**config.mk**
```make
export PLATFORM = sky130hd
export DESIGN_NAME = simeck_keysched
export DESIGN_NICKNAME = d
export VERILOG_FILES = /design/src/rtl/simeck_keysched.sv
export SDC_FILE = /design/constraint.sdc
export NUM_CORES = 1
export LEC_CHECK = 0
export BUFFER_PORTS_ARGS = -buffer_cell sky130_fd_sc_hd__buf_4
export CAP_MARGIN = 20
export CORE_MARGIN = 10
export CORE_UTILIZATION = 50
export CTS_CLUSTER_DIAMETER = 50
export DETAILED_ROUTE_END_ITERATION = 6
export PLACE_DENSITY = 0.67
export SYNTH_ARGS = -nofsm -noshare
export SYNTH_HDL_FRONTEND = slang
export SYNTH_SLANG_ARGS = --single-unit
```
**constraint.sdc**
```tcl
create_clock -name clk -period 4.3 [get_ports clk]
set_input_delay 0.215 -clock clk [delete_from_list [all_inputs] [get_ports clk]]
set_output_delay 0.215 -clock clk [all_outputs]
set_load 0.05 [all_outputs]
```
**src/rtl/simeck_keysched.sv**
```systemverilog
// Simeck round-key scheduler: expands a 4-word master key and streams the round keys
// forward or reverse under valid/ready, caching the schedule for replay.
module simeck_keysched #(
   parameter int unsigned DATAW  = 16,
   parameter int unsigned ROUNDS = 32
) (
   input  logic                      clk,
   input  logic                      reset,
   input  logic [4*DATAW-1:0]        key_in,
   input  logic                      load,
   input  logic                      replay,
   input  logic                      mode,
   input  logic                      rk_ready,
   output logic                      rk_valid,
   output logic [DATAW-1:0]          rk_out,
   output logic [$clog2(ROUNDS)-1:0] rk_idx,
   output logic                      rk_last,
   output logic                      busy,
   output logic                      key_cached
);
   localparam int unsigned IDXW = $clog2(ROUNDS);
   localparam int unsigned LW   = (DATAW == 32) ? 6 : 5;
   localparam int unsigned TAP  = (DATAW == 32) ? 1 : 2;
   localparam logic [IDXW-1:0]  LAST  = IDXW'(ROUNDS - 1);
   localparam logic [DATAW-1:0] CONST = ~DATAW'(3);

   typedef enum logic [1:0] {IDLE, FWD_GEN, EXPAND, REPLAY} state_t;

   state_t            state_q, state_d;
   logic [DATAW-1:0]  t0, t1, t2, t3;
   logic [DATAW-1:0]  t_new, f_t1;
   logic [LW-1:0]     lfsr, lfsr_nx;
   logic [IDXW-1:0]   cnt, wr_addr, rd_next, rd_end;
   logic              mode_q;
   logic              hs, gen, do_load, do_replay;
   logic [DATAW-1:0]  kbuf [ROUNDS];

   function automatic logic [DATAW-1:0] rotl(input logic [DATAW-1:0] x, input int unsigned r);
      rotl = (x << r) | (x >> (DATAW - r));
   endfunction

   assign f_t1    = (t1 & rotl(t1, 5)) ^ rotl(t1, 1);
   assign t_new   = t0 ^ f_t1 ^ CONST ^ DATAW'(lfsr[0]);
   assign lfsr_nx = {lfsr[TAP] ^ lfsr[0], lfsr[LW-1:1]};
   assign hs      = rk_valid & rk_ready;
   assign wr_addr = (state_q == EXPAND) ? cnt : rk_idx;
   assign rd_next = mode_q ? rk_idx - IDXW'(1) : rk_idx + IDXW'(1);
   assign rd_end  = mode_q ? '0 : LAST;

   always_ff @(posedge clk or posedge reset) begin
      if (reset) state_q <= IDLE;
      else       state_q <= state_d;
   end

   always_comb begin
      state_d   = state_q;
      gen       = 1'b0;
      do_load   = 1'b0;
      do_replay = 1'b0;
      case (state_q)
         IDLE: begin
            if (load) begin
               do_load = 1'b1;
               state_d = mode ? EXPAND : FWD_GEN;
            end else if (replay && key_cached) begin
               do_replay = 1'b1;
               state_d   = REPLAY;
            end
         end
         FWD_GEN: begin
            gen = hs;
            if (hs && rk_idx == LAST) state_d = IDLE;
         end
         EXPAND: begin
            gen = 1'b1;
            if (cnt == LAST) state_d = REPLAY;
         end
         REPLAY: begin
            if (hs && rk_last) state_d = IDLE;
         end
         default: state_d = IDLE;
      endcase
   end

   // Schedule cache; contents are meaningless after reset until rewritten.
   always_ff @(posedge clk) begin
      if (gen) kbuf[wr_addr] <= t0;
   end

   always_ff @(posedge clk or posedge reset) begin
      if (reset) begin
         t0 <= '0; t1 <= '0; t2 <= '0; t3 <= '0;
         lfsr       <= '1;
         cnt        <= '0;
         mode_q     <= 1'b0;
         rk_valid   <= 1'b0;
         rk_out     <= '0;
         rk_idx     <= '0;
         rk_last    <= 1'b0;
         busy       <= 1'b0;
         key_cached <= 1'b0;
      end else begin
         if (gen) begin
            t0   <= t1;
            t1   <= t2;
            t2   <= t3;
            t3   <= t_new;
            lfsr <= lfsr_nx;
         end
         case (state_q)
            IDLE: begin
               if (do_load) begin
                  t0         <= key_in[0*DATAW +: DATAW];
                  t1         <= key_in[1*DATAW +: DATAW];
                  t2         <= key_in[2*DATAW +: DATAW];
                  t3         <= key_in[3*DATAW +: DATAW];
                  lfsr       <= '1;
                  cnt        <= '0;
                  mode_q     <= mode;
                  busy       <= 1'b1;
                  key_cached <= 1'b0;
                  rk_valid   <= ~mode;
                  rk_out     <= key_in[0 +: DATAW];
                  rk_idx     <= '0;
                  rk_last    <= 1'b0;
               end else if (do_replay) begin
                  mode_q   <= mode;
                  busy     <= 1'b1;
                  rk_valid <= 1'b1;
                  rk_out   <= kbuf[mode ? LAST : '0];
                  rk_idx   <= mode ? LAST : '0;
                  rk_last  <= 1'b0;
               end
            end
            FWD_GEN: begin
               if (hs) begin
                  if (rk_idx == LAST) begin
                     rk_valid   <= 1'b0;
                     rk_last    <= 1'b0;
                     busy       <= 1'b0;
                     key_cached <= 1'b1;
                  end else begin
                     rk_out  <= t1;
                     rk_idx  <= rk_idx + IDXW'(1);
                     rk_last <= (rk_idx + IDXW'(1)) == LAST;
                  end
               end
            end
            EXPAND: begin
               cnt <= cnt + IDXW'(1);
               // Final key is still in t0; forward it so the reverse stream starts without a read bubble.
               if (cnt == LAST) begin
                  key_cached <= 1'b1;
                  rk_valid   <= 1'b1;
                  rk_out     <= t0;
                  rk_idx     <= LAST;
                  rk_last    <= 1'b0;
               end
            end
            REPLAY: begin
               if (hs) begin
                  if (rk_last) begin
                     rk_valid <= 1'b0;
                     rk_last  <= 1'b0;
                     busy     <= 1'b0;
                  end else begin
                     rk_out  <= kbuf[rd_next];
                     rk_idx  <= rd_next;
                     rk_last <= rd_next == rd_end;
                  end
               end
            end
            default: ;
         endcase
      end
   end
endmodule

```
==> impl_results.rst, run 1 <==
.. list-table::
   :header-rows: 1

   * - Metric
     - Value
   * - Clock transition at the registers of the reported paths
     - 0.06 ns
   * - Row count
     - 83
   * - Portion of the clock cycle consumed by the worst path in the final layout
     - 0.8293
   * - Number of violations reported at the end of detailed-routing iteration 0
     - between 1,500 and 2,000
   * - Post-synthesis cell type count
     - between 50 and 60
   * - Height of the die
     - between 200 and 250 um
   * - # IOs
     - 95
   * - Nets in the synthesized netlist
     - ~1,700
   * - Maximum number of pins on one net before global-route repair
     - between 100 and 150
   * - Total count of hold-check failures in the final report
     - 0
   * - Number of clock sinks
     - about 610
   * - Worst Setup End Kind
     - flop
   * - Most numerous cell in the Yosys netlist
     - sky130_fd_sc_hd__edfxtp_1
   * - Reg2reg setup slack
     - 0.73 ns
   * - Worst setup timing slack at the placement stage
     - 0.6029 ns
   * - Layout cell share with drive strength beyond 1
     - 0.2179
   * - CTS root buffer
     - sky130_fd_sc_hd__clkbuf_16
   * - Peak ir drop on the vdd network
     - 884.0 uV
   * - Final std cells w/o fill
     - ~2,600
   * - Fraction of the yosys area taken by sequential cells
     - 0.6885
   * - Clock latency at the later pin of the worst-skew pair
     - between 0.6 and 0.7 ns
   * - Worst-Margin Slew
     - between 1 and 1.5 ns
   * - Number of setup violations in the final report
     - 0
   * - Global-route wire length before repair
     - approximately 100 mm
   * - Path class of the lowest-slack min-delay path
     - in -> async
   * - Synthesized instance count
     - 1,646
   * - Min Tclk post-route
     - ~3.6 ns
   * - Mean instance size in the synthesized netlist
     - roughly 16 sq um
   * - Cell taking the most area after synthesis
     - sky130_fd_sc_hd__edfxtp_1
   * - Highest clock frequency the design can meet
     - 0.2804 GHz
   * - Post-synth top cells
     - sky130_fd_sc_hd__edfxtp_1 (512), sky130_fd_sc_hd__nand2_1 (179), sky130_fd_sc_hd__nor2_1 (114)
   * - Final non-filler cell area
     - ~31,000 sq um
   * - Net total in the final layout
     - approximately 1,900
   * - Crit Reg-Reg Startpoint
     - rk_idx[1]
   * - #FFs+latches synth
     - 614
   * - Data required, critical path
     - roughly 4.8 ns
   * - Number of cells in the design after placement
     - around 2,400
   * - Post-CTS setup buffer count
     - 0
   * - Detailed-routing wirelength on met1
     - about 26 mm
   * - Synthesis-to-layout area growth
     - 18.47%
   * - Synthesized area
     - about 26,000 sq um
   * - DRT antenna net count
     - 0
   * - Count of max-cap constraint violations
     - 0
   * - Buffers from clock root to sink, at most
     - 3
   * - Overall global routing resource usage
     - 0.2278
   * - Placed instance area
     - between 20,000 and 30,000 sq um
   * - DIE WIDTH
     - 248.2 um
   * - Overall overflow remaining after global route
     - 0
   * - Number of global-route vias before repair
     - ~16,000
   * - Asr flop ratio synth
     - 0.1661
   * - Placer's final routability congestion estimate
     - 0.8723
   * - Headroom to the max-slew limit
     - 0.2853
   * - Yosys synthesis warning count
     - 0
   * - Highest routed metal layer
     - met4
   * - Setup repair after global routing missed its margin
     - false
   * - Endpoint of the worst register-to-register path
     - rk_out[8]
   * - Post-Route Setup TNS
     - 0 ns
   * - Leading register cell type out of synthesis
     - sky130_fd_sc_hd__edfxtp_1
   * - Static leakage
     - 10.96 nW
   * - Routed length on met2
     - ~35 mm
   * - Initial antenna violation count
     - 0
   * - Path type of the worst setup path
     - reg -> reg
   * - Port Buffer Count
     - 94
   * - Arrival time of data at the critical path endpoint
     - 4.06 ns
   * - Result of the run
     - complete, no violations
   * - Average wire per cell in the routed design
     - between 20 and 30 um
   * - Highest net fanout along the worst path
     - 28
   * - Startpoint types
     - flop
   * - Number of buffers added by the clock tree synthesis step
     - 67
   * - Final clock skew
     - ~0.032 ns
   * - Number of flops mapped to enable cells by yosys
     - between 500 and 600
   * - Deepest level of the CTS H-tree
     - 3
   * - Area contributors post-synth
     - sky130_fd_sc_hd__edfxtp_1 (59%), sky130_fd_sc_hd__mux4_2 (9.3%), sky130_fd_sc_hd__dfrtp_1 (9.3%)
   * - Core outline area
     - 51,410 sq um
   * - CTS tree
     - done
   * - Cell depth of the worst flop-to-flop path
     - 10
   * - Number of max-slew violations in the final report
     - 0
   * - Starting density of the core
     - 0.5067
   * - Die area
     - 61,620 sq um
   * - Number of vias after detailed routing
     - around 16,000
   * - Sum of net half-perimeters after detailed placement
     - approximately 44 mm
   * - Met3 wire len
     - approximately 6.2 mm
   * - Via density
     - a little over 6
   * - Area fraction of the dominant cell type after synthesis
     - 0.5903
   * - WL final
     - about 70 mm
   * - Pre-Repair DR Iteration Count
     - 6
   * - Ratio of total power to cell area
     - approximately 850 nW/um^2
   * - Post-detailed-route DRC marker count
     - 0
   * - Final critical-path setup slack
     - between 0.7 and 0.8 ns
## critical path: stages (launching register included)
cell and delay (ns):
sky130_fd_sc_hd__dfrtp_1 0.48, sky130_fd_sc_hd__inv_1 0.14, sky130_fd_sc_hd__ha_1 0.28, sky130_fd_sc_hd__mux2i_4 0.13, sky130_fd_sc_hd__xnor2_4 0.79, sky130_fd_sc_hd__buf_12 0.32
sky130_fd_sc_hd__buf_4 0.33, sky130_fd_sc_hd__buf_4 0.23, sky130_fd_sc_hd__mux2i_1 0.11, sky130_fd_sc_hd__a221o_1 0.36, sky130_fd_sc_hd__o31ai_1 0.26
## per-stage QoR
step,total power (W),hold WS (ns),utilization
finish,0.02621,0.1629,0.6003
CTS,0.02624,0.1408,0.5985
global placement,0.02021,0.4173,0.5419
global route,0.02742,0.1723,0.6002
detailed placement,0.02039,0.4291,0.5424
floorplan,0.01647,0.3318,-
## cells by family (layout without fill, tap and decap cells)
family | after synthesis | after routing | share of synthesized area
XOR/XNOR | 39 | 39 | 0.01412
other | 0 | 1 | 0
multiplexers | 217 | 217 | 0.1399
flip-flops | 614 | 614 | 0.6885
AO/OA/AOI/OAI | 281 | 281 | 0.07215
AND/OR/NAND/NOR | 368 | 368 | 0.05995
adder cells (fa/ha/maj) | 12 | 12 | 0.005764
buffers and inverters | 115 | 378 | 0.01955
## sequential cells by signal, indices dropped and copies added (netlist names)
| register | cells |
|---|---|
| kbuf | 512 |
| busy | 1 |
| rk_out | 16 |
| t0 | 16 |
| key_cached | 1 |
| cnt | 5 |
| t3 | 16 |
| t2 | 16 |
| rk_valid | 1 |
| lfsr | 5 |
| rk_last | 1 |
| state_q | 2 |
| t1 | 16 |
| mode_q | 1 |
| rk_idx | 5 |
## layout by cell type, fill, tap and decap left out, types with 6 or more instances in the layout
master,synthesis,final
sky130_fd_sc_hd__a221o_1,15,15
sky130_fd_sc_hd__a31oi_1,50,50
sky130_fd_sc_hd__and2_1,32,32
sky130_fd_sc_hd__buf_4,5,168
sky130_fd_sc_hd__edfxtp_1,512,512
sky130_fd_sc_hd__clkbuf_1,61,13
sky130_fd_sc_hd__mux4_1,6,6
sky130_fd_sc_hd__clkbuf_16,0,69
sky130_fd_sc_hd__mux4_2,108,108
sky130_fd_sc_hd__dlygate4sd3_1,0,65
sky130_fd_sc_hd__buf_12,0,6
sky130_fd_sc_hd__mux2i_1,93,93
sky130_fd_sc_hd__nor3_1,7,6
sky130_fd_sc_hd__ha_1,12,10
sky130_fd_sc_hd__clkinv_1,0,10
sky130_fd_sc_hd__nand2_1,179,178
sky130_fd_sc_hd__a221oi_1,19,19
sky130_fd_sc_hd__a211oi_1,33,33
sky130_fd_sc_hd__nor2_1,114,114
sky130_fd_sc_hd__inv_1,9,8
sky130_fd_sc_hd__mux2_2,9,9
sky130_fd_sc_hd__nand3_1,13,13
sky130_fd_sc_hd__o211a_1,15,15
sky130_fd_sc_hd__xor2_1,16,16
sky130_fd_sc_hd__o31ai_1,18,18
sky130_fd_sc_hd__a21oi_1,30,30
sky130_fd_sc_hd__bufinv_16,0,8
sky130_fd_sc_hd__o21ai_0,76,76
sky130_fd_sc_hd__clkinv_2,0,14
sky130_fd_sc_hd__xnor2_1,21,21
sky130_fd_sc_hd__dfrtp_1,97,97
## worst max path at each step
stage,slack [ns],to,start
floorplan,0.33,rk_out[0],rk_idx[0]
global placement,0.71,rk_out[7],rk_idx[1]
detailed placement,0.60,rk_out[7],rk_idx[1]
CTS,0.59,rk_out[7],rk_idx[1]
global route,0.45,rk_out[9],rk_idx[1]
finish,0.73,rk_out[8],rk_idx[1]
## report_power, final
| part | internal (W) | leakage [nW] | switching [W] |
|---|---|---|---|
| sequential | 0.00787 | 5.79 | 0.000650 |
| clock | 0.00346 | 1.10 | 0.00233 |
| combinational | 0.00480 | 4.07 | 0.00711 |
| total | 0.0161 | 11.0 | 0.0101 |
## area by class of cell
cell class,count,area (sq um)
clock inverter,41,441.7
multi-input combinational,917,7650
antenna,1,2.502
timing repair buffer,244,2150
tap,680,850.8
inverter,10,40.04
sequential,614,17930
clock buffer,83,1789
fill,3755,20550
## repair_timing
item | 4_1_cts | 5_1_grt
hold buffers | 65 | 0
setup endpoints to repair | 0 | 0
endpoints found under the hold margin | 137 | 0
resized for setup | 0 | 0
## layer usage
layer | vias up | track usage
li1 | 6856 | -
met1 | 8164 | 0.2950
met2 | 782 | 0.3752
met3 | 130 | 0.04841
met4 | 0 | 0.08430
met5 | - | 0
(Power assumes the default switching activity.)
==> inputs of run 2 (changes only) <==
--- a/config.mk
+++ b/config.mk
@@ -11,7 +11,7 @@
 export CORE_UTILIZATION = 50
 export CTS_CLUSTER_DIAMETER = 50
 export DETAILED_ROUTE_END_ITERATION = 6
-export PLACE_DENSITY = 0.67
+export PLACE_DENSITY = 0.69
 export SYNTH_ARGS = -nofsm -noshare
 export SYNTH_HDL_FRONTEND = slang
 export SYNTH_SLANG_ARGS = --single-unit
==> constraint.sdc (replaced) <==
create_clock -name clk -period 3.2 [get_ports clk]
set_input_delay 0.16 -clock clk [delete_from_list [all_inputs] [get_ports clk]]
set_output_delay 0.16 -clock clk [all_outputs]
set_load 0.05 [all_outputs]
==> impl_results.rst, run 2 (synthesis gave the netlist of run 1 again) <==
.. list-table::
   :header-rows: 1

   * - Metric
     - Value
   * - Number of cells on the worst hold path
     - 3
   * - # IOs
     - 95 (unchanged)
   * - Setup repair after global routing missed its margin
     - false
   * - Worst setup timing slack at the placement stage
     - 0.1625 ns (-0.4403 ns)
   * - Buffers from clock root to sink, at most
     - 3 (unchanged)
   * - Via density
     - 6.185 (+0.55%)
   * - Cell depth of the worst flop-to-flop path
     - 9 (-1)
   * - Worst Setup End Kind
     - flop
   * - Most frequent cells in the layout
     - sky130_fd_sc_hd__edfxtp_1 (512), sky130_fd_sc_hd__buf_4 (195), sky130_fd_sc_hd__nand2_1 (178), sky130_fd_sc_hd__nor2_1 (114), sky130_fd_sc_hd__mux4_2 (108)
   * - DRT antenna net count
     - 0 (unchanged)
   * - Path class of the lowest-slack min-delay path
     - in -> reg
   * - Worst-path cell chain
     - inv_4, ha_2, xor2_4, buf_12, buf_12, mux4_2, a211oi_1, buf_4, o31ai_1
   * - Clock network fraction of design power
     - 0.198 (-0.023)
   * - Placer's final routability congestion estimate
     - 0.8965 (+2.8%)
   * - Total count of hold-check failures in the final report
     - 0 (unchanged)
   * - Number of vias after detailed routing
     - 16,150 (+1.4%)
   * - Overall global routing resource usage
     - 0.2313 (+0.003548)
   * - Peak ir drop on the vdd network
     - 1018 uV (+15%)
   * - Net total in the final layout
     - 1,959 (+1.2%)
   * - Most common cell after layout, fill and taps aside
     - sky130_fd_sc_hd__edfxtp_1
   * - Number of clock sinks
     - 614 (unchanged)
   * - Clock latency at the later pin of the worst-skew pair
     - 0.64 ns (+0.03 ns)
   * - Height of the die
     - 248.2 um (unchanged)
   * - Number of max-slew violations in the final report
     - 0 (unchanged)
   * - Crit Reg-Reg Startpoint
     - rk_idx[0]
   * - Layout cell share with drive strength beyond 1
     - 0.2265 (+0.008627)
   * - Final std cells w/o fill
     - 2,611 (+0.81%)
   * - Final critical-path setup slack
     - 0.1212 ns (-0.6127 ns)
   * - Critical path's most frequent cell
     - sky130_fd_sc_hd__buf_12
   * - CTS tree
     - done
   * - Deepest level of the CTS H-tree
     - 2 (-1)
   * - Sequential Power Share
     - 0.331 (+0.006)
   * - Number of cells in the design after placement
     - 2,429 (+1.4%)
   * - Portion of the clock cycle consumed by the worst path in the final layout
     - 0.9621 (+0.1328)
   * - Logic gate share of total power
     - 0.471 (+0.017)
   * - Global-route wire length before repair
     - 105.1 mm (+1.5%)
   * - CTS root buffer
     - sky130_fd_sc_hd__clkbuf_16
   * - Static leakage
     - 10.95 nW (about the same)
   * - Stage delay of the slowest cell on the critical path
     - 0.57 ns (-0.22 ns)
   * - Number of buffers added by the clock tree synthesis step
     - 61 (-9.0%)
   * - Clock transition at the registers of the reported paths
     - 0.06 ns (about the same)
   * - Core outline area
     - 51,410 sq um (unchanged)
   * - Pre-Repair DR Iteration Count
     - 6 (unchanged)
   * - WL final
     - 71.27 mm (+1.9%)
   * - Utilization after layout
     - 0.5992 (-0.001023)
   * - Min Tclk post-route
     - 3.079 ns (-0.4873 ns)
   * - Ratio of total power to cell area
     - 1137 nW/um^2 (+34%)
   * - Maximum number of pins on one net before global-route repair
     - 65 (-38%)
   * - Highest net fanout along the worst path
     - 17 (-39%)
   * - Starting density of the core
     - 0.5067 (unchanged)
   * - Headroom to the max-slew limit
     - 0.3030 (+0.01763)
   * - Number of violations reported at the end of detailed-routing iteration 0
     - 1,667 (-4.9%)
   * - Internal power
     - 0.02135 W (+32%)
   * - Number of setup violations in the final report
     - 0 (unchanged)
   * - Synthesis-to-layout area growth
     - 18.27%
   * - Worst-Margin Slew
     - 1.035 ns (-0.03737 ns)
   * - Count of max-cap constraint violations
     - 0 (unchanged)
   * - Result of the run
     - complete, no violations
   * - Hold_buf cts
     - 65 (unchanged)
   * - Initial antenna violation count
     - 5 (+5)
   * - Overall overflow remaining after global route
     - 0 (unchanged)
   * - Post-detailed-route DRC marker count
     - 0 (unchanged)
   * - Startpoint types
     - flop
   * - Switching power
     - 0.01366 W (+35%)
   * - Path type of the worst setup path
     - reg -> reg
   * - Quantity of gates resized following cts
     - 0 (unchanged)
   * - Number of flip-flops in the largest register
     - 512 (unchanged)
   * - Die area
     - 61,620 sq um (unchanged)
   * - Highest-delay cell along the critical path
     - sky130_fd_sc_hd__a211oi_1
   * - Row count
     - 83 (unchanged)
   * - Final clock skew
     - 0.02242 ns (-0.009282 ns)
   * - Post-CTS setup buffer count
     - 0 (unchanged)
   * - Worst setup startpoint
     - rk_idx[0]
   * - Endpoint of the worst register-to-register path
     - rk_out[1]
   * - Arrival time of data at the critical path endpoint
     - 3.59 ns (-0.47 ns)
   * - DIE WIDTH
     - 248.2 um (unchanged)
   * - Number of global-route vias before repair
     - 15,640 (-0.99%)
   * - Sw Ratio
     - 0.3902 (+0.005471)
   * - Data required, critical path
     - 3.71 ns (-1.09 ns)
   * - Reg2reg setup slack
     - 0.12 ns (-0.61 ns)
   * - Average wire per cell in the routed design
     - 27.30 um (+1.1%)
   * - Port Buffer Count
     - 94 (unchanged)
   * - Filler cell count in the final layout
     - 3,698 (-1.5%)
   * - Highest clock frequency the design can meet
     - 0.3248 GHz (+16%)
   * - Largest register by flop count
     - kbuf
   * - Endpoint of the worst setup timing path
     - rk_out[1]
   * - Sum of net half-perimeters after detailed placement
     - 45.07 mm (+2.4%)
   * - Post-Route Setup TNS
     - 0 ns (unchanged)
[run 2: critical path, delay by kind of cell, from the launching register on]
family	cells	cell delay, ns
AO/OA/AOI/OAI	2	0.64
XOR/XNOR	1	0.19
adder cells (fa/ha/maj)	1	0.39
buffers and inverters	4	0.68
flip-flops	1	0.49
multiplexers	1	0.55
[run 2: final cells by class]
cell class,count,area (sq um),share of cell area
Sequential cell,614,17930,0.5822
Multi-Input combinational cell,917,7652,0.2484
Timing Repair Buffer,273,2375,0.07709
Clock buffer,78,1652,0.05361
Tap cell,680,850.8,0.02762
Clock inverter,37,292.8,0.009504
Inverter,10,42.54,0.001381
Antenna cell,2,5.005,0.0001625
[run 2: per-layer routing]
metal / track usage / part of all wire / wire length, um
met1: 0.3138 / 0.38 / 27370
met2: 0.3597 / 0.47 / 33560
met3: 0.06084 / 0.11 / 7831
met4: 0.07806 / 0.035 / 2494
met5: 0 / 0.00014 / 10
[run 2: power by group through the flow]
stage	Sequential [W]	Combinational (W)	Clock (W)
finish	0.0116	0.0165	0.00694
global route	0.0117	0.0176	0.00737
CTS	0.0116	0.0164	0.00704
detailed placement	0.0117	0.0163	0
global placement	0.0117	0.0160	0
floorplan	0.0122	0.0100	0
[run 2: worst min-delay path by stage]
stage / slack, ns / end / from
3_5_place_dp: 0.37 / t3[8] / key_in[56]
5_1_grt: 0.07 / rk_idx[0] / mode
6_report: 0.07 / state_q[1] / mode
4_1_cts: 0.02 / state_q[1] / mode
3_3_place_gp: 0.37 / t3[8] / key_in[56]
2_1_floorplan: 0.28 / t3[0] / key_in[48]
[run 2: through the flow]
stage	hold WS [ns]	total power (W)	area, sq um
3_3_place_gp	0.3652	0.02767	28200
6_report	0.06926	0.03502	30800
3_5_place_dp	0.3704	0.02798	28200
5_1_grt	0.07315	0.03660	30800
4_1_cts	0.02048	0.03501	30800
2_1_floorplan	0.2768	0.02227	26100
